==> src/rtl/asm_deframer_pkg.sv <==
// Shared types and frame-geometry helpers for the ASM deframer.
// Latency: n/a (declarations only).
// Backpressure: n/a.
package asm_deframer_pkg;

    localparam logic [31:0] SYNC_MARKER_DEFAULT = 32'h1ACFFC1D;
    localparam int          PAYLOAD_LEN_DEFAULT = 255;

    typedef enum logic [1:0] {
        ST_HUNT    = 2'd0,
        ST_PAYLOAD = 2'd1,
        ST_CHECK   = 2'd2
    } state_e;

    // Pad bytes that round marker + payload up to a whole number of words.
    function automatic int padding_len(input int payload_len);
        return (4 - ((4 + payload_len) % 4)) % 4;
    endfunction

    function automatic int frame_words(input int payload_len);
        return (payload_len + padding_len(payload_len)) / 4;
    endfunction

endpackage

==> src/rtl/asm_word_to_byte.sv <==
// 32->8 serializer: holds one word, emits bytes MSB first, drops frame pad, flags frame end.
// Latency: first byte valid the cycle after word_load.
// Backpressure: byte_rdy low freezes byte output; word_rdy also high while the last byte leaves.
module asm_word_to_byte
    import asm_deframer_pkg::*;
#(
    parameter int PAYLOAD_LEN = PAYLOAD_LEN_DEFAULT
) (
    input  logic        core_clk,
    input  logic        rst_n,
    input  logic        word_load,
    input  logic [31:0] word_dat,
    input  logic        word_last,
    output logic        word_rdy,
    output logic        held_empty,
    output logic [7:0]  byte_dat,
    output logic        byte_vld,
    output logic        byte_last,
    input  logic        byte_rdy
);

    localparam int         PAD          = padding_len(PAYLOAD_LEN);
    localparam logic [1:0] LAST_IDX_PAD = 2'(3 - PAD);

    logic [31:0] held_dat;
    logic        held_vld;
    logic        held_last;
    logic [1:0]  byte_idx;
    logic [1:0]  last_idx;
    logic        byte_fire;
    logic        word_done;

    // The final word of a frame stops early so its pad bytes never appear.
    assign last_idx   = held_last ? LAST_IDX_PAD : 2'd3;
    assign byte_fire  = held_vld && byte_rdy;
    assign word_done  = byte_fire && (byte_idx == last_idx);
    assign word_rdy   = !held_vld || word_done;
    assign held_empty = !held_vld;
    assign byte_vld   = held_vld;
    assign byte_last  = held_vld && held_last && (byte_idx == LAST_IDX_PAD);

    always_comb begin
        byte_dat = 8'd0;
        if (held_vld) begin
            case (byte_idx)
                2'd0:    byte_dat = held_dat[31:24];
                2'd1:    byte_dat = held_dat[23:16];
                2'd2:    byte_dat = held_dat[15:8];
                default: byte_dat = held_dat[7:0];
            endcase
        end
    end

    always_ff @(posedge core_clk or negedge rst_n) begin
        if (!rst_n) begin
            held_dat  <= 32'd0;
            held_vld  <= 1'b0;
            held_last <= 1'b0;
            byte_idx  <= 2'd0;
        end else if (word_load) begin
            held_dat  <= word_dat;
            held_vld  <= 1'b1;
            held_last <= word_last;
            byte_idx  <= 2'd0;
        end else if (byte_fire) begin
            if (word_done) begin
                held_vld <= 1'b0;
            end else begin
                byte_idx <= byte_idx + 2'd1;
            end
        end
    end

endmodule

==> src/rtl/asm_deframer.sv <==
// Attached-sync-marker deframer: hunts the marker, flywheels through misses, emits RS codeword bytes.
// Latency: payload byte valid one cycle after its word is accepted; no bubbles within a frame.
// Backpressure: m_axis tready stalls bytes and input; marker slot waits for the holder to drain. Macro ASM_BIT_TOL_EN.
module asm_deframer
    import asm_deframer_pkg::*;
#(
    parameter logic [31:0] SYNC_MARKER = SYNC_MARKER_DEFAULT,
    parameter int          PAYLOAD_LEN = PAYLOAD_LEN_DEFAULT,
    parameter int          LOSS_THRESH = 3,
    parameter int          MARKER_TOL  = 2
) (
    input  logic        core_clk,
    input  logic        rst_n,
    input  logic [31:0] s_axis_input_tdata,
    input  logic        s_axis_input_tvalid,
    input  logic        s_axis_input_tlast,
    output logic        s_axis_input_tready,
    output logic [7:0]  m_axis_output_tdata,
    output logic        m_axis_output_tvalid,
    output logic        m_axis_output_tlast,
    input  logic        m_axis_output_tready,
    output logic        sync_locked,
    output logic        marker_miss
);

    localparam int                FRAME_WORDS = frame_words(PAYLOAD_LEN);
    localparam logic [6:0]        LAST_WORD   = 7'(FRAME_WORDS - 1);
    localparam int                MISS_W      = $clog2(LOSS_THRESH + 1);
    localparam logic [MISS_W-1:0] MISS_LIMIT  = MISS_W'(LOSS_THRESH);

    state_e            state_q, state_d;
    logic [6:0]        word_cnt_q, word_cnt_d;
    logic [MISS_W-1:0] miss_cnt_q, miss_cnt_d;
    logic              locked_q, locked_d;
    logic              miss_pulse_q, miss_pulse_d;
    logic              rst_done_q;

    logic              in_fire;
    logic              marker_exact;
    logic              marker_ok;
    logic              word_load;
    logic              word_last;
    logic              word_rdy;
    logic              held_empty;
    logic              unused_cfg;

    assign unused_cfg = ^{s_axis_input_tlast, 32'(MARKER_TOL)};

    assign marker_exact = (s_axis_input_tdata == SYNC_MARKER);

`ifdef ASM_BIT_TOL_EN
    // Hunt stays exact; only the in-lock check forgives a few flipped bits.
    logic [5:0] marker_errs;
    assign marker_errs = 6'($countones(s_axis_input_tdata ^ SYNC_MARKER));
    assign marker_ok   = (marker_errs <= 6'(MARKER_TOL));
`else
    assign marker_ok   = marker_exact;
`endif

    assign in_fire = s_axis_input_tvalid && s_axis_input_tready;

    always_comb begin
        state_d             = state_q;
        word_cnt_d          = word_cnt_q;
        miss_cnt_d          = miss_cnt_q;
        locked_d            = locked_q;
        miss_pulse_d        = 1'b0;
        word_load           = 1'b0;
        word_last           = 1'b0;
        s_axis_input_tready = 1'b0;
        case (state_q)
            ST_HUNT: begin
                s_axis_input_tready = rst_done_q;
                if (in_fire && marker_exact) begin
                    state_d    = ST_PAYLOAD;
                    word_cnt_d = 7'd0;
                    miss_cnt_d = '0;
                    locked_d   = 1'b1;
                end
            end
            ST_PAYLOAD: begin
                s_axis_input_tready = rst_done_q && word_rdy;
                if (in_fire) begin
                    word_load  = 1'b1;
                    word_last  = (word_cnt_q == LAST_WORD);
                    word_cnt_d = word_cnt_q + 7'd1;
                    if (word_cnt_q == LAST_WORD) begin
                        state_d = ST_CHECK;
                    end
                end
            end
            ST_CHECK: begin
                s_axis_input_tready = rst_done_q && held_empty;
                if (in_fire) begin
                    word_cnt_d = 7'd0;
                    if (marker_ok) begin
                        state_d    = ST_PAYLOAD;
                        miss_cnt_d = '0;
                    end else begin
                        miss_pulse_d = 1'b1;
                        // Counter saturates at the limit; it is cleared on the next lock.
                        if (miss_cnt_q >= MISS_LIMIT - 1'b1) begin
                            state_d    = ST_HUNT;
                            miss_cnt_d = MISS_LIMIT;
                            locked_d   = 1'b0;
                        end else begin
                            state_d    = ST_PAYLOAD;
                            miss_cnt_d = miss_cnt_q + 1'b1;
                        end
                    end
                end
            end
            default: begin
                state_d  = ST_HUNT;
                locked_d = 1'b0;
            end
        endcase
    end

    always_ff @(posedge core_clk or negedge rst_n) begin
        if (!rst_n) begin
            state_q      <= ST_HUNT;
            word_cnt_q   <= 7'd0;
            miss_cnt_q   <= '0;
            locked_q     <= 1'b0;
            miss_pulse_q <= 1'b0;
            rst_done_q   <= 1'b0;
        end else begin
            state_q      <= state_d;
            word_cnt_q   <= word_cnt_d;
            miss_cnt_q   <= miss_cnt_d;
            locked_q     <= locked_d;
            miss_pulse_q <= miss_pulse_d;
            rst_done_q   <= 1'b1;
        end
    end

    assign sync_locked = locked_q;
    assign marker_miss = miss_pulse_q;

    asm_word_to_byte #(
        .PAYLOAD_LEN (PAYLOAD_LEN)
    ) u_word_to_byte (
        .core_clk   (core_clk),
        .rst_n      (rst_n),
        .word_load  (word_load),
        .word_dat   (s_axis_input_tdata),
        .word_last  (word_last),
        .word_rdy   (word_rdy),
        .held_empty (held_empty),
        .byte_dat   (m_axis_output_tdata),
        .byte_vld   (m_axis_output_tvalid),
        .byte_last  (m_axis_output_tlast),
        .byte_rdy   (m_axis_output_tready)
    );

endmodule

==> config.mk <==
export PLATFORM = sky130hd
export DESIGN_NAME = asm_deframer
export DESIGN_NICKNAME = d
export VERILOG_FILES = /design/src/rtl/asm_deframer_pkg.sv /design/src/rtl/asm_word_to_byte.sv /design/src/rtl/asm_deframer.sv
export SDC_FILE = /design/constraint.sdc
export NUM_CORES = 1
export LEC_CHECK = 0
export CELL_PAD_IN_SITES_DETAIL_PLACEMENT = 1
export CELL_PAD_IN_SITES_GLOBAL_PLACEMENT = 2
export CORE_MARGIN = 2
export CORE_UTILIZATION = 34
export CTS_CLUSTER_DIAMETER = 30
export DETAILED_ROUTE_END_ITERATION = 6
export PLACE_DENSITY = 0.8
export SYNTH_ARGS = -nofsm -noshare
export SYNTH_HDL_FRONTEND = slang
export SYNTH_SLANG_ARGS = --single-unit
==> constraint.sdc <==
create_clock -name core_clk -period 3 [get_ports core_clk]
set_input_delay 0.6 -clock core_clk [delete_from_list [all_inputs] [get_ports core_clk]]
set_output_delay 0.6 -clock core_clk [all_outputs]
set_load 0.03 [all_outputs]
**Word-level counts from Yosys, hierarchy flattened**

Cells that the tools add are included.

- Bits in registers: 50
- Logic and storage cells: 89
- Output and inout bits: 13
- Input bits: 37

- Reductions and logical operators: 22
- Magnitude comparators: 1
- Equal/unequal tests: 14
- Muxes and demuxes: 38
- Bitwise operators: 1
- Add/subtract/negate cells: 3

Operators with widths:

| cell | count |
|---|---|
| 32-bit by 29-bit == test with 1-bit output (second input constant) | 1 |
| 8-bit one-hot mux with 3 select lines | 1 |
| 2-bit two-way mux | 11 |
| 7-bit two-way mux | 3 |
| 7-bit one-hot mux with 3 select lines | 1 |
| 1-bit two-way mux | 17 |
| 2-bit inequality test (second input constant) | 6 |
| 1-bit logical AND | 8 |
| 8-bit two-way mux | 1 |
| 4-bit AND reduction | 2 |
| 7-bit by 1-bit adder with 7-bit output (second input constant) | 1 |
| 7-bit by 6-bit == test with 1-bit output (second input constant) | 1 |
| 1-bit one-hot mux with 3 select lines | 2 |
| 2-bit one-hot mux with 3 select lines | 1 |
| 2-bit nonzero test | 3 |
| 5-bit AND reduction | 1 |
| 2-bit by 1-bit adder with 2-bit output (second input constant) | 2 |
| 2-bit by 1-bit == test with 1-bit output (second input constant) | 2 |
| 2-bit == test (second input constant) | 2 |
| 2-bit logical NOT | 2 |
| 2-bit one-hot mux with 2 select lines | 1 |
| 2-bit AND reduction | 2 |
| 3-bit AND reduction | 1 |
| 3-bit nonzero test | 1 |
| 6 further kinds | 6 |

**Depth between registers and ports, before layout**

- Word-level depth: 11
- Gate-level depth with buffers: 8
- Gate-level depth less buffers: 7

**Cells and area by module**

From an unflattened synthesis, not the netlist that was laid out.

- Cell total of the unflattened synthesis: 233
- Area, all modules: 2782.7 um^2

Modules (own cells, without submodules):

| module | area an instance (um^2) | seq. area each (um^2) | cells each | times used |
|---|---|---|---|---|
| asm_word_to_byte | 1744.2 | 900.9 | 123 | 1 |
| asm_deframer | 1038.5 | 350.3 | 110 | 1 |

**Worst setup path after synthesis**

Ideal clock, no wire load.

- Path kind: input to register
- Start point: in s_axis_input_tdata[24]
- End point: reg state_q[0]
- Setup slack: 0.711 ns
- Data arrival time: 2.164 ns
- Cell stages on the path: 6
- Required time: 2.875 ns
- Path buffers: 1
- Setup time: 0.125 ns
- Path through: or4b_4 nor4_4 nand4_2 buf_6 a22oi_4 mux2_4

- Word-level cells in the longest chain between the ends: 4
- Elaborated cells between the ends (all ways): 7
- Those cells by class: 2 x eq/ne; 3 x mux; 2 x reduce/logical

Ends and longest elaborated chain:

| what | line | source |
|---|---|---|
| start: declaration | asm_deframer.sv:14 | `input logic [31:0] s_axis_input_tdata,` |
| 32-bit by 29-bit == test with 1-bit output (*) | asm_deframer.sv:49 | `assign marker_exact = (s_axis_input_tdata == SYNC_MARKER);` |
| 1-bit two-way mux / 1-bit logical AND (equally long branches) | asm_deframer.sv:96, asm_deframer.sv:74 |  |
| 2-bit two-way mux / 2-bit inequality test (equally long branches) | - |  |
| 2-bit one-hot mux with 3 select lines / 4-bit AND reduction (equally long branches) | - |  |
| end signal: assignment | asm_deframer.sv:129 | `state_q <= state_d;` |
| end: declaration | asm_deframer.sv:31 | `state_e state_q, state_d;` |

Every way passes the cells marked *; elsewhere a longest branch is shown, timed or not. The select of a mux whose other input is x is not followed.
A chain may end at the register's enable or synchronous reset.

**Worst setup path in the final report**

- Start point: reg state_q[0]
- End point: out s_axis_input_tready

- Word-level cells in the longest chain between the ends: 2
- Elaborated cells between the ends (all ways): 4
- Those cells by class: 2 x eq/ne; 1 x mux; 1 x reduce/logical

Ends and longest elaborated chain:

| what | line | source |
|---|---|---|
| 2-bit == test, or another cell as far along | asm_deframer.sv:71 | `case (state_q)` |
| 1-bit one-hot mux with 3 select lines (*) | asm_deframer.sv:71 |  |
| end: declaration | asm_deframer.sv:17 | `output logic s_axis_input_tready,` |

Every way passes the cells marked *; elsewhere a longest branch is shown, timed or not.

==> summary.md <==
| Metric | Value |
|---|---|
| Average routed wire per standard cell | `17.4 microns` |
| Fin cells | `402` |
| CP startpoint kind | `flop` |
| Critical register-to-register path startpoint | `state_q[0]` |
| # setup viols final | `0` |
| Area of the mapped netlist | `2750 sq um` |
| Placer Congestion | `0.839` |
| WP buf/inv | `2` |
| Initial Util | `0.354` |
| Final worst slack | `0.116 ns` |
| Routed Antenna Nets | `0` |
| R2R Setup Slk | `0.54 ns` |
| Pin count of the biggest net entering global routing | `26` |
| # clock sinks | `50` |
| Main synth FF type | `dfrtp_1` |
| Core area | `7770 sq um` |
| Fillers | `860` |
| Clock Skews | `0.00780 ns` |
| Post-layout min period | `2.88 ns` |
| Final Hold Slack | `0.177 ns` |
| CP max stage delay | `0.41 ns` |
| Leakage | `1.49 nW` |
| Hold Crit Class | `in -> async` |
| Root Driver | `clkbuf_8` |
| Endpoints failing hold | `0` |
| M1 WL | `3500 microns` |
| Number of global-route vias before repair | `2323` |
| N_diodes | `0` |
| Hold-fix buffers, CTS | `0` |
| Sequential fraction of the synthesis area | `0.455` |
| Drt initial violations | `114` |
| All-layer global routing usage | `0.173` |
| R2r worst-path depth | `8` |
| Die span in x | `94.0 microns` |
| Setup CP Type | `reg -> out` |
| Levels on crit path | `6` |
| VDD IR max | `0.000331 V` |
| IO buf count | `48` |
| Number of synthesized flops with an enable pin | `0` |
| Worst Setup SP | `state_q[0]` |
| DRC | `0` |
| Wire length on met2 | `3280 microns` |
| Pre-CTS setup slack | `-0.0100 ns` |
| Worst Path Required | `2.40 ns` |
| Top sig layer | `met4` |
| RSZ-0062 raised after global routing | `no` |
| Unique masters post-synth | `56` |
| DR vias | `2117` |
| Area contributors post-synth | `dfrtp_1 (45%), mux2_2 (13%), ha_1 (4.1%), a222oi_1 (2.9%), nor2_1 (2.9%)` |
| Site Rows | `32` |
| Max-Cap Viols | `0` |
| Async S/R FF share, synth | `1.00` |
| CTS buffer count | `5` |
| Die Height | `94.0 microns` |
| Syn Nets | `288` |
| Drt total wl | `6990 microns` |
| DP HPWL | `5420 microns` |
| CTS Buffer Depth | `2` |
| Placed Cells | `394` |
| Worst path slowest cell | `dfrtp_1` |
| Total iterations of the first detailed-routing run | `4` |
| Clk pin slew, worst setup/hold paths | `0.11 ns` |
| Post-CTS setup buffers | `0` |
| Crit path capture type | `output port` |
| Vias/cell | `5.27` |
| # IOs | `50` |
| Antenna violations before repair | `0` |
| Crit-path cells | `inv_1, ha_1, and4b_2, a221o_2, and3b_1, dlygate4sd2_1` |
| Final Cycle Share | `0.961` |
| Power Dens Cells | `947 nW/um^2` |
| Crit path capture | `s_axis_input_tready` |
| Layout cells sized above 1 | `0.263` |
| Critical path fanouts, max | `4` |
| GR Overflow Total | `0` |
| Fmax | `0.347 GHz` |
| WL met3 | `154 microns` |
| Synth warn | `0` |
| Full die area | `8830 sq um` |
| Mean Syn Cell Area | `11.4 sq um` |
| #FFs+latches synth | `50` |
| Syn Inst Count | `242` |
| Clock latency at the later pin of the worst-skew pair | `0.30 ns` |
| Total design power | `3.31 mW` |
| Delay-heaviest family, CP | `buffers and inverters` |
| Cell taking the most area after synthesis | `dfrtp_1` |
| Yosys top cell area share | `0.455` |
| Final Max Slew Viols | `0` |
| CP arrival | `2.28 ns` |
| First-pass GRT wire length | `12000 microns` |
| Area grow syn2layout | `27.0%` |
| Net total in the final layout | `345` |
| H-tree levels | `2` |
| Outcome | `complete, no violations` |
| CTS tree | `yes` |
| R2r endpoint | `u_word_to_byte.held_dat[6]` |
==> layout make-up <==
class,count,area [sq um],area share
Clock inverter,3,28.8,0.00823
Multi-Input combinational cell,171,1400,0.400
Tap cell,102,128,0.0365
Timing Repair Buffer,63,589,0.169
Clock buffer,5,68.8,0.0197
Sequential cell,50,1250,0.358
Inverter,8,30.0,0.00859
==> cell families after synthesis <==
family | count (synthesis) | synth area share
adders and majority gates | 9 | 0.0409
and+or+nand+nor | 79 | 0.183
AOI/OAI and AO/OA | 48 | 0.143
other | 1 | 0.00136
buffers and inverters | 21 | 0.0377
xor gates and xnor gates | 1 | 0.00318
muxes | 33 | 0.136
DFF | 50 | 0.455
==> registers in the layout (all words and copies together) (netlist names) <==
signal	count
marker_miss	1
miss_cnt_q	2
rst_done_q	1
state_q	2
sync_locked	1
u_word_to_byte.byte_idx	2
u_word_to_byte.byte_vld	1
u_word_to_byte.held_dat	32
u_word_to_byte.held_last	1
word_cnt_q	7
==> layout by cell type, fill, tap and decap left out, types with 4 or more instances in the layout <==
cell,instances
clkbuf_8,5
ha_1,8
mux2_2,32
nand2b_1,4
o21ai_0,7
buf_4,14
a21oi_1,10
nand4b_1,5
nand3_1,15
clkdlybuf4s50_1,38
dlygate4sd2_1,9
nor2_1,21
nand2_1,6
inv_1,7
dfrtp_1,49
a222oi_1,8
==> Yosys cell counts (all sizes together) (4+ instances only) <==
cell / instances
o21ai: 8
nor2: 21
and3: 4
a222oi: 8
ha: 9
nand2: 6
nand3: 16
a21oi: 10
mux2: 33
inv: 8
a211oi: 4
buf: 6
clkbuf: 7
nand4b: 5
dfrtp: 50
nand2b: 4
==> per-layer routing <==
metal	global-route usage	up-vias
met2	0.282	33
met1	0.247	1068
met4	0.0435	0
met5	0	-
li1	-	1012
met3	0.0185	4
==> repair_timing <==
| item | in CTS | in global routing |
|---|---|---|
| gates cloned | 0 | 0 |
| pin swaps | 4 | 1 |
| setup endpoints to repair | 9 | 5 |
| resized for setup | 9 | 2 |
==> worst min path at each step <==
stage	start	end	slack [ns]	cells after the start
after global routing	rst_n	u_word_to_byte.held_dat[20]	0.18	1
after detailed placement	u_word_to_byte.held_dat[24]	u_word_to_byte.held_dat[24]	0.50	1
final	rst_n	u_word_to_byte.held_dat[20]	0.18	1
after global placement	u_word_to_byte.held_dat[1]	u_word_to_byte.held_dat[1]	0.49	1
after CTS	rst_n	u_word_to_byte.held_dat[20]	0.19	1
after floorplan	rst_n	marker_miss	0.30	0
==> report_power, final <==
group | switching (mW) | internal [mW] | total (mW)
sequential | 0.236 | 0.985 | 1.22
combinational | 0.877 | 0.784 | 1.66
clock | 0.253 | 0.175 | 0.428
==> metrics by stage <==
step / setup TNS [ns] / utilization / cell area, sq um
3_5_place_dp: -0.0100 / 0.439 / 3410
3_3_place_gp: -0.00202 / 0.439 / 3410
5_1_grt: 0 / 0.450 / 3500
6_report: 0 / 0.450 / 3500
2_1_floorplan: 0 / - / 2750
4_1_cts: 0 / 0.450 / 3490
Note: power is estimated with default switching activity, not from simulation.
